## src/rtl/operand_stage_pkg.sv

```systemverilog
// operand_stage shared definitions: opcodes, funct codes,
// operand-select encodings and the per-instruction decode.
package operand_stage_pkg;

    localparam logic [5:0] OP_SPECIAL = 6'h00;
    localparam logic [5:0] OP_JAL     = 6'h03;
    localparam logic [5:0] OP_ADDIU   = 6'h09;
    localparam logic [5:0] OP_ANDI    = 6'h0C;
    localparam logic [5:0] OP_ORI     = 6'h0D;
    localparam logic [5:0] OP_LUI     = 6'h0F;
    localparam logic [5:0] OP_LB      = 6'h20;
    localparam logic [5:0] OP_LH      = 6'h21;
    localparam logic [5:0] OP_LW      = 6'h23;
    localparam logic [5:0] OP_LBU     = 6'h24;
    localparam logic [5:0] OP_SB      = 6'h28;
    localparam logic [5:0] OP_SH      = 6'h29;
    localparam logic [5:0] OP_SW      = 6'h2B;

    localparam logic [5:0] FN_JALR    = 6'h09;

    typedef enum logic [2:0] {
        OPSEL_ZERO,
        OPSEL_REG,
        OPSEL_LINK,
        OPSEL_SIMM,
        OPSEL_ZIMM,
        OPSEL_HIMM
    } opsel_e;

    typedef struct packed {
        opsel_e sel_1;
        opsel_e sel_2;
        logic   rs_used;
        logic   rt_used;
        logic   store;
    } dec_t;

    // rs/rt count as used only when they feed an operand or store data,
    // so an unused field never raises a load-use stall.
    function automatic dec_t decode(
        input logic [5:0] op,
        input logic [5:0] funct
    );
        dec_t d;
        d.sel_1   = OPSEL_ZERO;
        d.sel_2   = OPSEL_ZERO;
        d.rs_used = 1'b0;
        d.rt_used = 1'b0;
        d.store   = 1'b0;
        unique case (op)
            OP_SPECIAL: begin
                if (funct == FN_JALR) begin
                    d.sel_1 = OPSEL_LINK;
                end else begin
                    d.sel_1 = OPSEL_REG;
                end
                d.sel_2 = OPSEL_REG;
            end
            OP_JAL: begin
                d.sel_1 = OPSEL_LINK;
            end
            OP_ADDIU: begin
                d.sel_1 = OPSEL_REG;
                d.sel_2 = OPSEL_SIMM;
            end
            OP_LUI: begin
                d.sel_1 = OPSEL_REG;
                d.sel_2 = OPSEL_HIMM;
            end
            OP_ANDI, OP_ORI: begin
                d.sel_1 = OPSEL_REG;
                d.sel_2 = OPSEL_ZIMM;
            end
            OP_LB, OP_LBU, OP_LH, OP_LW: begin
                d.sel_1 = OPSEL_REG;
                d.sel_2 = OPSEL_SIMM;
            end
            OP_SB, OP_SH, OP_SW: begin
                d.sel_1 = OPSEL_REG;
                d.sel_2 = OPSEL_SIMM;
                d.store = 1'b1;
            end
            default: begin
            end
        endcase
        d.rs_used = (d.sel_1 == OPSEL_REG);
        d.rt_used = (d.sel_2 == OPSEL_REG) || d.store;
        return d;
    endfunction

endpackage

```

## src/rtl/operand_stage_fwd_sel.sv

```systemverilog
// Source resolver: picks the youngest matching forwarding port,
// falling back to register file data; register 0 never forwards.
module operand_fwd_sel #(
    parameter int DATA_W    = 32,
    parameter int REG_AW    = 5,
    parameter int FWD_PORTS = 2
) (
    input  logic [REG_AW-1:0]           src,
    input  logic [DATA_W-1:0]           reg_data,
    input  logic [FWD_PORTS-1:0]        fwd_en,
    input  logic [FWD_PORTS-1:0]        fwd_pending,
    input  logic [FWD_PORTS*REG_AW-1:0] fwd_addr,
    input  logic [FWD_PORTS*DATA_W-1:0] fwd_data,
    output logic [DATA_W-1:0]           value,
    output logic                        pending
);

    // Walk oldest to youngest so the lowest matching index lands last.
    always_comb begin
        value   = reg_data;
        pending = 1'b0;
        for (int i = FWD_PORTS - 1; i >= 0; i--) begin
            if (fwd_en[i] && (src != '0) &&
                (fwd_addr[i*REG_AW +: REG_AW] == src)) begin
                value   = fwd_data[i*DATA_W +: DATA_W];
                pending = fwd_pending[i];
            end
        end
    end

endmodule

```

## src/rtl/operand_stage.sv

```systemverilog
// Registered ID->EX operand generator with forwarding,
// load-use stall and a valid/ready output register.
module operand_stage
    import operand_stage_pkg::*;
#(
    parameter int DATA_W    = 32,
    parameter int ADDR_W    = 32,
    parameter int FWD_PORTS = 2,
    parameter int REG_AW    = 5,
    parameter int LINK_OFS  = 8
) (
    input  logic                        clk,
    input  logic                        rst,
    input  logic                        flush,
    input  logic                        in_valid,
    output logic                        in_ready,
    input  logic [ADDR_W-1:0]           addr,
    input  logic [5:0]                  op,
    input  logic [5:0]                  funct,
    input  logic [15:0]                 imm,
    input  logic [REG_AW-1:0]           rs_addr,
    input  logic [REG_AW-1:0]           rt_addr,
    input  logic [DATA_W-1:0]           reg_data_1,
    input  logic [DATA_W-1:0]           reg_data_2,
    input  logic [FWD_PORTS-1:0]        fwd_en,
    input  logic [FWD_PORTS-1:0]        fwd_pending,
    input  logic [FWD_PORTS*REG_AW-1:0] fwd_addr,
    input  logic [FWD_PORTS*DATA_W-1:0] fwd_data,
    output logic                        out_valid,
    input  logic                        out_ready,
    output logic [DATA_W-1:0]           operand_1,
    output logic [DATA_W-1:0]           operand_2,
    output logic [DATA_W-1:0]           store_data
);

    dec_t              dec;
    logic [DATA_W-1:0] rs_val;
    logic [DATA_W-1:0] rt_val;
    logic              rs_pend;
    logic              rt_pend;
    logic [ADDR_W-1:0] link_addr;
    logic [DATA_W-1:0] link_val;
    logic [DATA_W-1:0] simm_val;
    logic [DATA_W-1:0] zimm_val;
    logic [DATA_W-1:0] himm_val;
    logic [DATA_W-1:0] op1_nxt;
    logic [DATA_W-1:0] op2_nxt;
    logic [DATA_W-1:0] sd_nxt;
    logic              hazard;
    logic              load_en;
    logic              take;

    assign dec = decode(op, funct);

    operand_fwd_sel #(
        .DATA_W    (DATA_W),
        .REG_AW    (REG_AW),
        .FWD_PORTS (FWD_PORTS)
    ) u_fwd_rs (
        .src         (rs_addr),
        .reg_data    (reg_data_1),
        .fwd_en      (fwd_en),
        .fwd_pending (fwd_pending),
        .fwd_addr    (fwd_addr),
        .fwd_data    (fwd_data),
        .value       (rs_val),
        .pending     (rs_pend)
    );

    operand_fwd_sel #(
        .DATA_W    (DATA_W),
        .REG_AW    (REG_AW),
        .FWD_PORTS (FWD_PORTS)
    ) u_fwd_rt (
        .src         (rt_addr),
        .reg_data    (reg_data_2),
        .fwd_en      (fwd_en),
        .fwd_pending (fwd_pending),
        .fwd_addr    (fwd_addr),
        .fwd_data    (fwd_data),
        .value       (rt_val),
        .pending     (rt_pend)
    );

    // Link wraps in the address domain before resizing to data width.
    assign link_addr = addr + ADDR_W'(LINK_OFS);
    assign link_val  = DATA_W'(link_addr);
    assign simm_val  = {{(DATA_W-16){imm[15]}}, imm};
    assign zimm_val  = {{(DATA_W-16){1'b0}}, imm};
    assign himm_val  = DATA_W'({imm, 16'h0000});

    // Operand 1 mux.
    always_comb begin
        op1_nxt = '0;
        unique case (dec.sel_1)
            OPSEL_REG:  op1_nxt = rs_val;
            OPSEL_LINK: op1_nxt = link_val;
            default:    op1_nxt = '0;
        endcase
    end

    // Operand 2 mux.
    always_comb begin
        op2_nxt = '0;
        unique case (dec.sel_2)
            OPSEL_REG:  op2_nxt = rt_val;
            OPSEL_SIMM: op2_nxt = simm_val;
            OPSEL_ZIMM: op2_nxt = zimm_val;
            OPSEL_HIMM: op2_nxt = himm_val;
            default:    op2_nxt = '0;
        endcase
    end

    assign sd_nxt = dec.store ? rt_val : '0;

    assign hazard = in_valid &&
                    ((dec.rs_used && rs_pend) ||
                     (dec.rt_used && rt_pend));

    assign load_en  = !out_valid || out_ready;
    assign take     = in_valid && !hazard;
    assign in_ready = rst && ((load_en && !hazard) || flush);

    // Output register: flush wins, bubbles keep old operands.
    always_ff @(posedge clk or negedge rst) begin
        if (!rst) begin
            out_valid  <= 1'b0;
            operand_1  <= '0;
            operand_2  <= '0;
            store_data <= '0;
        end else if (flush) begin
            out_valid <= 1'b0;
        end else if (load_en) begin
            out_valid <= take;
            if (take) begin
                operand_1  <= op1_nxt;
                operand_2  <= op2_nxt;
                store_data <= sd_nxt;
            end
        end
    end

endmodule

```

## config.mk

```make
export PLATFORM = sky130hd
export DESIGN_NAME = operand_stage
export DESIGN_NICKNAME = d
export VERILOG_FILES = /design/src/rtl/operand_stage_pkg.sv /design/src/rtl/operand_stage_fwd_sel.sv /design/src/rtl/operand_stage.sv
export SDC_FILE = /design/constraint.sdc
export NUM_CORES = 1
export LEC_CHECK = 0
export BUFFER_PORTS_ARGS = -buffer_cell sky130_fd_sc_hd__buf_2
export CELL_PAD_IN_SITES_DETAIL_PLACEMENT = 1
export CELL_PAD_IN_SITES_GLOBAL_PLACEMENT = 1
export CORE_ASPECT_RATIO = 0.9
export CORE_MARGIN = 2
export CORE_UTILIZATION = 36
export DETAILED_ROUTE_END_ITERATION = 7
export PLACE_DENSITY = 0.92
export SETUP_SLACK_MARGIN = 0.2
export SLEW_MARGIN = 20
export SYNTH_ARGS = -nofsm -noshare
export SYNTH_HDL_FRONTEND = slang
export SYNTH_HIERARCHICAL = 1
export SYNTH_SLANG_ARGS = --single-unit
```

## constraint.sdc

```tcl
create_clock -name clk -period 6.3 [get_ports clk]
set_input_delay 0.63 -clock clk [delete_from_list [all_inputs] [get_ports clk]]
set_output_delay 0.63 -clock clk [all_outputs]
set_load 0.01 [all_outputs]
```

**Word level (Yosys, flattened, before mapping)**

Cells that the tools add are included.

- Register bits: 97
- Input bits: 217
- Output and inout port bits: 98
- Word-level logic and storage cells: 75

- $add $sub $neg: 1
- Eq/ne operators: 23
- Multiplexer cells: 17
- Bitwise gates (word level): 1
- Reductions and logical operators: 29

Operators with widths:

| cell | number |
|---|---|
| $mux W32 | 5 |
| $pmux W32 S4 | 1 |
| $pmux W32 S2 | 1 |
| $eq A6 B6 Y1 const B | 7 |
| $add A32 B4 Y32 const B | 1 |
| $eq A6 B4 Y1 const B | 5 |
| $eq A5 B5 Y1 | 4 |
| $logic_and A1 B1 Y1 | 14 |
| $pmux W3 S4 | 1 |
| $reduce_or A11 Y1 | 1 |
| $reduce_bool A5 Y1 | 2 |
| $pmux W3 S3 | 1 |
| $reduce_or A8 Y1 | 1 |
| $mux W1 | 7 |
| $eq A3 B1 Y1 const B | 2 |
| $eq A3 B2 Y1 const B | 2 |
| $eq A3 B3 Y1 const B | 2 |
| $eq A6 B2 Y1 const B | 1 |
| $logic_not A6 Y1 | 1 |
| $logic_or A1 B1 Y1 | 4 |
| $reduce_and A3 Y1 | 1 |
| $reduce_or A3 Y1 | 1 |
| $logic_not A1 Y1 | 2 |
| $mux W2 | 1 |
| other kinds (3) | 3 |

**Depth between registers and ports, before layout**

Gate-level depths: netlist of the first run.

- Word-level depth: 12
- Gate-level depth with buffers: 15
- Depth with buffers taken out: 11

**By module**

The synthesis of the first run kept the hierarchy.

By module, submodules not included:

| module | times used | cells each | area each (µm²) | seq. area each (µm²) |
|---|---|---|---|---|
| operand_stage | 1 | 576 | 5094.9 | 2427.3 |
| operand_fwd_sel | 2 | 173 | 987.2 | 0.0 |

**Worst setup path after synthesis of the first run**

OpenSTA, ideal clock, no wires.

- Path type: input-to-output
- Start: input port op[0]
- End: output port in_ready
- Arrival time: 2.647 ns
- Required time: 5.670 ns
- Setup slack: 3.023 ns
- Stages on the path: 10
- Buffers on the path: 3
- Cell sequence: clkbuf_1 or3_1 nor3_2 clkbuf_1 a22o_1 ha_1 clkbuf_1 a21oi_1 nor3b_1 nor2_1

- Longest elaborated chain between the ends: 12
- Elaborated cells on any way between the ends: 31
- Those cells by class: eq/ne (14); mux (3); reduce/logical (14)

RTL lines:

| element | line | RTL |
|---|---|---|
| start: declaration | operand_stage.sv:18 | `input logic [5:0] op,` |
| $eq A6 B6 Y1 or $eq A6 B4 Y1 (tied branches) | operand_stage_pkg.sv:50 | `unique case (op)` |
| $reduce_or A8 Y1 (no source line) or $reduce_or A2 Y1 (tied branches) | -- |  |
| $pmux W3 S4 | operand_stage_pkg.sv:50 |  |
| $eq A3 B1 Y1 | operand_stage_pkg.sv:87 | `d.rt_used = (d.sel_2 == OPSEL_REG) \|\| d.store;` |
| $logic_or A1 B1 Y1 | operand_stage_pkg.sv:87 |  |
| $logic_and A1 B1 Y1 | operand_stage.sv:118 | `(dec.rt_used && rt_pend));` |
| $logic_or A1 B1 Y1 * | operand_stage.sv:117 | `((dec.rs_used && rs_pend) \|\|` |
| $logic_and A1 B1 Y1 * | operand_stage.sv:116 | `assign hazard = in_valid &&` |
| $logic_not A1 Y1 * | operand_stage.sv:122 | `assign in_ready = rst && ((load_en && !hazard) \|\| flush);` |
| $logic_and A1 B1 Y1 * | operand_stage.sv:122 |  |
| $logic_or A1 B1 Y1 * | operand_stage.sv:122 |  |
| $logic_and A1 B1 Y1 * | operand_stage.sv:122 |  |
| end: declaration | operand_stage.sv:16 | `output logic in_ready,` |

Every way passes the cells marked *; elsewhere a longest branch is shown, timed or not.

**Worst setup path after layout of the first run**

- Start: input port funct[1]
- End: register store_data[19]

- Longest elaborated chain between the ends: 10

RTL lines:

| element | line | RTL |
|---|---|---|
| start: declaration | operand_stage.sv:19 | `input logic [5:0] funct,` |
| $eq A6 B4 Y1 | operand_stage_pkg.sv:52 | `if (funct == FN_JALR) begin` |
| $mux W2 | operand_stage_pkg.sv:52 |  |
| $pmux W3 S3 | operand_stage_pkg.sv:50 |  |
| $eq A3 B1 Y1 | operand_stage_pkg.sv:86 | `d.rs_used = (d.sel_1 == OPSEL_REG);` |
| $logic_and A1 B1 Y1 | operand_stage.sv:117 |  |
| $logic_or A1 B1 Y1 | operand_stage.sv:117 |  |
| $logic_and A1 B1 Y1 | operand_stage.sv:116 |  |
| $logic_not A1 Y1 | operand_stage.sv:121 | `assign take = in_valid && !hazard;` |
| $logic_and A1 B1 Y1 | operand_stage.sv:121 |  |
| $reduce_and A3 Y1 (no source line) | -- |  |
| end signal: assignment | operand_stage.sv:138 | `store_data <= sd_nxt;` |
| end: declaration | operand_stage.sv:33 | `output logic [DATA_W-1:0] store_data` |

No other way between the ends.
A chain may end at the register's enable or synchronous reset.

==> metrics.txt, run 1 <==
Num CTS Buffers=9; first-pass GRT wire length=51.8 mm; combinational cell fraction of total power=0.263; input/output buffers=314; Max-cap violations=0; H-tree Lvls=3; r2r endpoint=store_data[19]; P_leak=4.03 nW; Post-Layout Cell Count=1431; post-CTS sizing=0; Max VDD drop=0.139 mV; Primary FF master, synth=dfrtp_1; area grow syn2layout=26.9%; net load switching power=0.000609 W; clock skew=9.15 ps; register area=2430 um2; Mapped Nets=1142; GP Congestion=0.967; clk_lat worst skew=360 ps; class of the worst hold path=primary input to async pin; crit path launch type=primary input; Power Total=0.00174 W; minimum clock period=4130 ps; Hold WS=158 ps; #FFs+latches synth=97; Post-route DRC=0; syn_area_per_cell=7.67 um2; Clock transition at path regs=80 ps; Setup Viol. Count Final=0; Worst R2R Path Depth=6; pin count of the biggest net entering global routing=73; worst-path maximum fanout=56; r2r startpoint=out_valid; WL/cell=24.6 um; setup bufs post-CTS=0; slowest CP cell=buf_4; share of total power in the clock network=0.342; switch share=0.349; sequential element share of the synthesized area=0.343; EDFF count, synth=0; synth warn=6; Total Neg Setup Slack=0 ps; asr flop ratio synth=1.00; critical path's largest stage delay=590 ps; post-layout util=0.467; DIE WIDTH=152 um; area occupied by multi-input gates=4160 um2; Int Power=0.00113 W; endpoints failing hold=0; clk buf depth=2; Pre-Repair DR Iteration Count=5; CP cell instances=buf_2 > nor4bb_1 > nand2_1 > nor3_1 > a21oi_1 > or4_1 > ha_1 > nand2_1 > nand4b_1 > nor2_4 > buf_4 > nand3_1 > nand2_1; die footprint=20800 um2; Layout fillers=2503; via count=8933; Yosys cell types=55; CP endpoint kind=flip-flop; commonest non-fill, non-tap cell in the layout=buf_2; Crit path arrival time=4420 ps; status=finished, final reports clean; initial core utilization=0.368; initial antenna violation count=3; R2R Setup Slk=3910 ps; Slew headroom=0.293; RSZ-0062 raised after global routing=false; 1st-iter DRT viols=1008; Cell Pwr Density=194 nW/um2; required time of the critical path=6600 ps; Top-Level Pins=315; core area=19200 um2; total length of routed wires=35.2 mm; Die Height=137 um; layout cells sized above 1=0.308; f_max=242 MHz; hold_buf cts=0; Site Rows=48; total track usage=0.334; Worst-Margin Slew=1060 ps; most frequent cells in the layout=buf_2 (313), nand2_1 (123), nand3_1 (117); Mapped Cells=922; post-route ant nets=0; Placed Instances=1411; Sequential Power Share=0.395; Crit path top cell by count=nand2_1; CTS Sinks=97; Root Driver=clkbuf_16; GR Overflow Total=0; Cell Area, Synth=7070 um2; hpwl dp=27.0 mm; critical path class=primary input to flip-flop; Final period util=0.655; number of global-route vias before repair=8676; routed vias/inst=6.24; TritonCTS clock tree=built; nets@finish=1392; max-slew violations=0
[layout make-up]
type                            count  share of cell area
Tap cell                          250              0.0349
Antenna cell                        4             0.00112
Clock buffer                        9              0.0251
Timing Repair Buffer              333               0.191
Sequential cell                    97               0.271
Multi-Input combinational cell    722               0.464
Inverter                            9             0.00377
Clock inverter                      7             0.00907
[synthesized netlist by cell type (all sizes together) (8+ instances only)]
cell type  instances  area (um2)
o21ai             94         470
and4               8        70.1
clkbuf            53         200
a31oi             65         407
nor3              71         360
o31ai              9        67.6
nand4             16         100
dfrtp             97        2430
buf               41         270
a22oi             16         120
xor2              12         105
inv                8        30.0
a221oi            20         175
a21oi             23         115
nand2            124         468
o211ai            13         118
xnor2             33         289
a32oi             16         140
nand3            117         586
nor2              33         124
[registers in the layout, summed over array words and instances, names as in the netlist]
| name | count |
|---|---|
| out_valid | 1 |
| operand_2 | 32 |
| operand_1 | 32 |
| store_data | 32 |
[through the flow]
stage               setup WS, ps  area [um2]
detailed placement          1980        8650
global placement            2090        8650
CTS                         2280        8950
finish                      2170        8970
floorplan                   3020        7070
global route                1910        8970
[cells by family (layout without fill, tap and decap cells)]
logic type	count (synthesis)	count (layout)	share of synthesized area
other	0	4	0
DFF	97	97	0.343
adders and majority gates	3	3	0.00531
AOI/OAI and AO/OA	267	267	0.244
xor gates and xnor gates	45	45	0.0558
muxes	1	1	0.00142
buffers and inverters	103	358	0.0713
and+or+nand+nor	406	406	0.279
[layer usage]
metal	track usage	vias to the layer above	part of all wire
met5	0	-	0
met4	0.124	0	0.035
met3	0.0733	88	0.10
met2	0.524	554	0.46
met1	0.451	4361	0.40
li1	-	3930	-
[power by group through the flow]
| stage | sequential [W] | combinational, W | clock, W |
|---|---|---|---|
| after global routing | 0.000692 | 0.000495 | 0.000626 |
| after floorplan | 0.000715 | 0.000197 | 0 |
| final | 0.000688 | 0.000459 | 0.000597 |
| after detailed placement | 0.000700 | 0.000448 | 0 |
| after global placement | 0.000699 | 0.000438 | 0 |
| after CTS | 0.000688 | 0.000450 | 0.000602 |
[critical path, delay by kind of cell]
family | cells | cell delay, ps
AND/OR/NAND/NOR | 9 | 2400
buffers and inverters | 2 | 680
adder cells (fa/ha/maj) | 1 | 550
AO/OA/AOI/OAI | 1 | 100
[worst max path at each step]
stage	slack, ps	start	end
2_1_floorplan	3020	op[0]	in_ready
3_3_place_gp	2090	funct[1]	store_data[19]
3_5_place_dp	1980	op[0]	operand_2[17]
4_1_cts	2280	funct[1]	operand_2[5]
5_1_grt	1910	funct[1]	operand_2[13]
6_report	2170	funct[1]	store_data[19]
(Power assumes the default switching activity.)
==> run 2: changes to the inputs <==
--- a/config.mk
+++ b/config.mk
@@ -10,9 +10,9 @@
 export CELL_PAD_IN_SITES_GLOBAL_PLACEMENT = 1
 export CORE_ASPECT_RATIO = 0.9
 export CORE_MARGIN = 2
-export CORE_UTILIZATION = 36
+export CORE_UTILIZATION = 30
 export DETAILED_ROUTE_END_ITERATION = 7
-export PLACE_DENSITY = 0.92
+export PLACE_DENSITY = 0.82
 export SETUP_SLACK_MARGIN = 0.2
 export SLEW_MARGIN = 20
 export SYNTH_ARGS = -nofsm -noshare
==> constraint.sdc (replaced) <==
create_clock -name clk -period 3.4 [get_ports clk]
set_input_delay 0.34 -clock clk [delete_from_list [all_inputs] [get_ports clk]]
set_output_delay 0.34 -clock clk [all_outputs]
set_load 0.01 [all_outputs]
==> run 2 against run 1 <==
Effect of this change: cell area up 2.4%; worst hold slack better by 82 ps; cell count rose by 4.4%; sequential share of layout area decreased by 0.63 points; clock skew is 2.6 ps higher; critical endpoint is now in_ready; die area is 19% higher; sequential power is 85% higher; via count down 2.2%; combinational power rose by 89%.
==> metrics.txt, run 2 (synthesis gave the netlist of run 1 again) <==
status=finished, final reports clean; Power Total=0.00332 W (+90%); Worst R2R Path Depth=5 (-1); CP cell instances=buf_2 > or4_4 > o211ai_2 > or2_1 > a41o_1 > inv_1 > a311oi_2 > a21oi_1 > nor3b_1 > nor2_1 > buf_2; minimum clock period=2920 ps; top flop regs=operand_1 x32, operand_2 x32, store_data x32; area grow syn2layout=29.9%; Post-route DRC=0 (unchanged); setup bufs post-CTS=0 (unchanged); RSZ-0062 raised after global routing=false; r2r startpoint=out_valid; Cell Pwr Density=361 nW/um2 (+86%); commonest non-fill, non-tap cell in the layout=buf_2; clock skew=11.8 ps (+2.63 ps); Clock transition at path regs=80 ps (about the same); r2r endpoint=operand_1[28]; Top-Level Pins=315 (unchanged); post-layout util=0.395 (-0.0721); max-slew violations=0 (unchanged); routed vias/inst=5.85 (-6.3%); GP Congestion=0.906 (-6.3%); endpoints failing hold=0 (unchanged); Hold Path Origin=flush; die footprint=24800 um2 (+19%); input/output buffers=314 (unchanged); fin area=9180 um2 (+2.4%); core area=23300 um2 (+21%); critical path's largest stage delay=570 ps (-20 ps); class of the worst hold path=primary input to flip-flop; GR Overflow Total=0 (unchanged); H-tree Lvls=3 (unchanged); critical path class=primary input to output pin; number of global-route vias before repair=8614 (-0.71%); clk buf depth=2 (unchanged); worst-path maximum fanout=3 (-95%); CP endpoint kind=output pin; R2R Setup Slk=1530 ps (-2380 ps); via count=8740 (-2.2%); hold endpoint=out_valid; 1st-iter DRT viols=836 (-17%); initial core utilization=0.304 (-0.0641); Die Height=150 um (+9.3%); Max-cap violations=0 (unchanged); Pre-Repair DR Iteration Count=5 (unchanged); f_max=343 MHz; first-pass GRT wire length=52.5 mm (+1.3%); DIE WIDTH=166 um (+9.3%); slowest CP cell=or4_4; Num CTS Buffers=9 (unchanged); TritonCTS clock tree=built; layout cells sized above 1=0.314 (+0.00556); Area after DPL=8830 um2 (+2.1%); P_leak=4.11 nW (+1.9%); crit path launch type=primary input; Root Driver=clkbuf_16; clk_lat worst skew=360 ps (about the same); Total Neg Setup Slack=0 ps (unchanged); Site Rows=53 (+10%); Slew headroom=0.428 (+0.136); post-route ant nets=0 (unchanged); most frequent cells in the layout=buf_2 (313), nand2_1 (123), nand3_1 (117); hpwl dp=28.0 mm (+3.7%); Crit path top cell by count=buf_2; total length of routed wires=35.5 mm (+0.81%); nets@finish=1403 (+0.79%); WL/cell=23.7 um (-3.4%); initial antenna violation count=6 (+3); Crit path arrival time=2580 ps (-1840 ps); Worst-Margin Slew=857 ps (-201 ps); hold path cells=2; Final period util=0.858; Max VDD drop=0.183 mV (+31%); pin count of the biggest net entering global routing=65 (-11%); Setup Viol. Count Final=0 (unchanged); required time of the critical path=3060 ps (-3540 ps); CTS Sinks=97 (unchanged); total track usage=0.277 (-0.0571)
==> run 2: per-stage QoR <==
stage / hold WS, ps / setup slack [ps] / cells
finish: 240 / 484 / 1494
global placement: 334 / 261 / 1473
floorplan: 44.4 / 477 / 922
CTS: 209 / 502 / 1490
detailed placement: 339 / 147 / 1473
global route: 220 / 273 / 1494
==> run 2: cell type report <==
type / instances / area, um2
Inverter: 9 / 33.8
Multi-Input combinational cell: 722 / 4160
Clock inverter: 6 / 96.3
Fill cell: 2951 / 14100
Antenna cell: 4 / 10.0
Timing Repair Buffer: 344 / 1840
Sequential cell: 97 / 2430
Tap cell: 302 / 378
Clock buffer: 10 / 239
==> run 2: critical path: cells and delay by family <==
| kind | cells | cell delay (ps) |
|---|---|---|
| AO/OA/AOI/OAI | 4 | 740 |
| AND/OR/NAND/NOR | 4 | 1140 |
| buffers and inverters | 3 | 340 |
==> run 2: timing repair <==
item                       4_1_cts  5_1_grt
resized for setup                0        1
setup endpoints to repair        0        1
hold endpoints to repair        37        0
hold buffers                     1        0
==> run 2: how the worst max path moves through the flow <==
| stage | start | depth (start not counted) | slack, ps | endpoint |
|---|---|---|---|---|
| after floorplan | op[0] | 11 | 480 | operand_1[18] |
| after global placement | funct[1] | 10 | 260 | operand_1[16] |
| after detailed placement | funct[1] | 10 | 150 | operand_1[16] |
| after CTS | funct[1] | 10 | 500 | operand_1[16] |
| after global routing | funct[1] | 11 | 270 | operand_1[25] |
| final | rt_addr[1] | 11 | 480 | in_ready |
==> run 2: metal layers <==
metal	vias to the layer above	global-route usage	wire length [um]
met1	4237	0.373	15200
met2	487	0.449	16300
li1	3959	-	-
met4	2	0.0748	880
met5	-	0	13
met3	55	0.0616	3070
==> run 2: power by group <==
group | switching (W) | internal, W | total [W]
Sequential | 0.0000467 | 0.00123 | 0.00127
Combinational | 0.000564 | 0.000304 | 0.000868
Clock | 0.000500 | 0.000677 | 0.00118
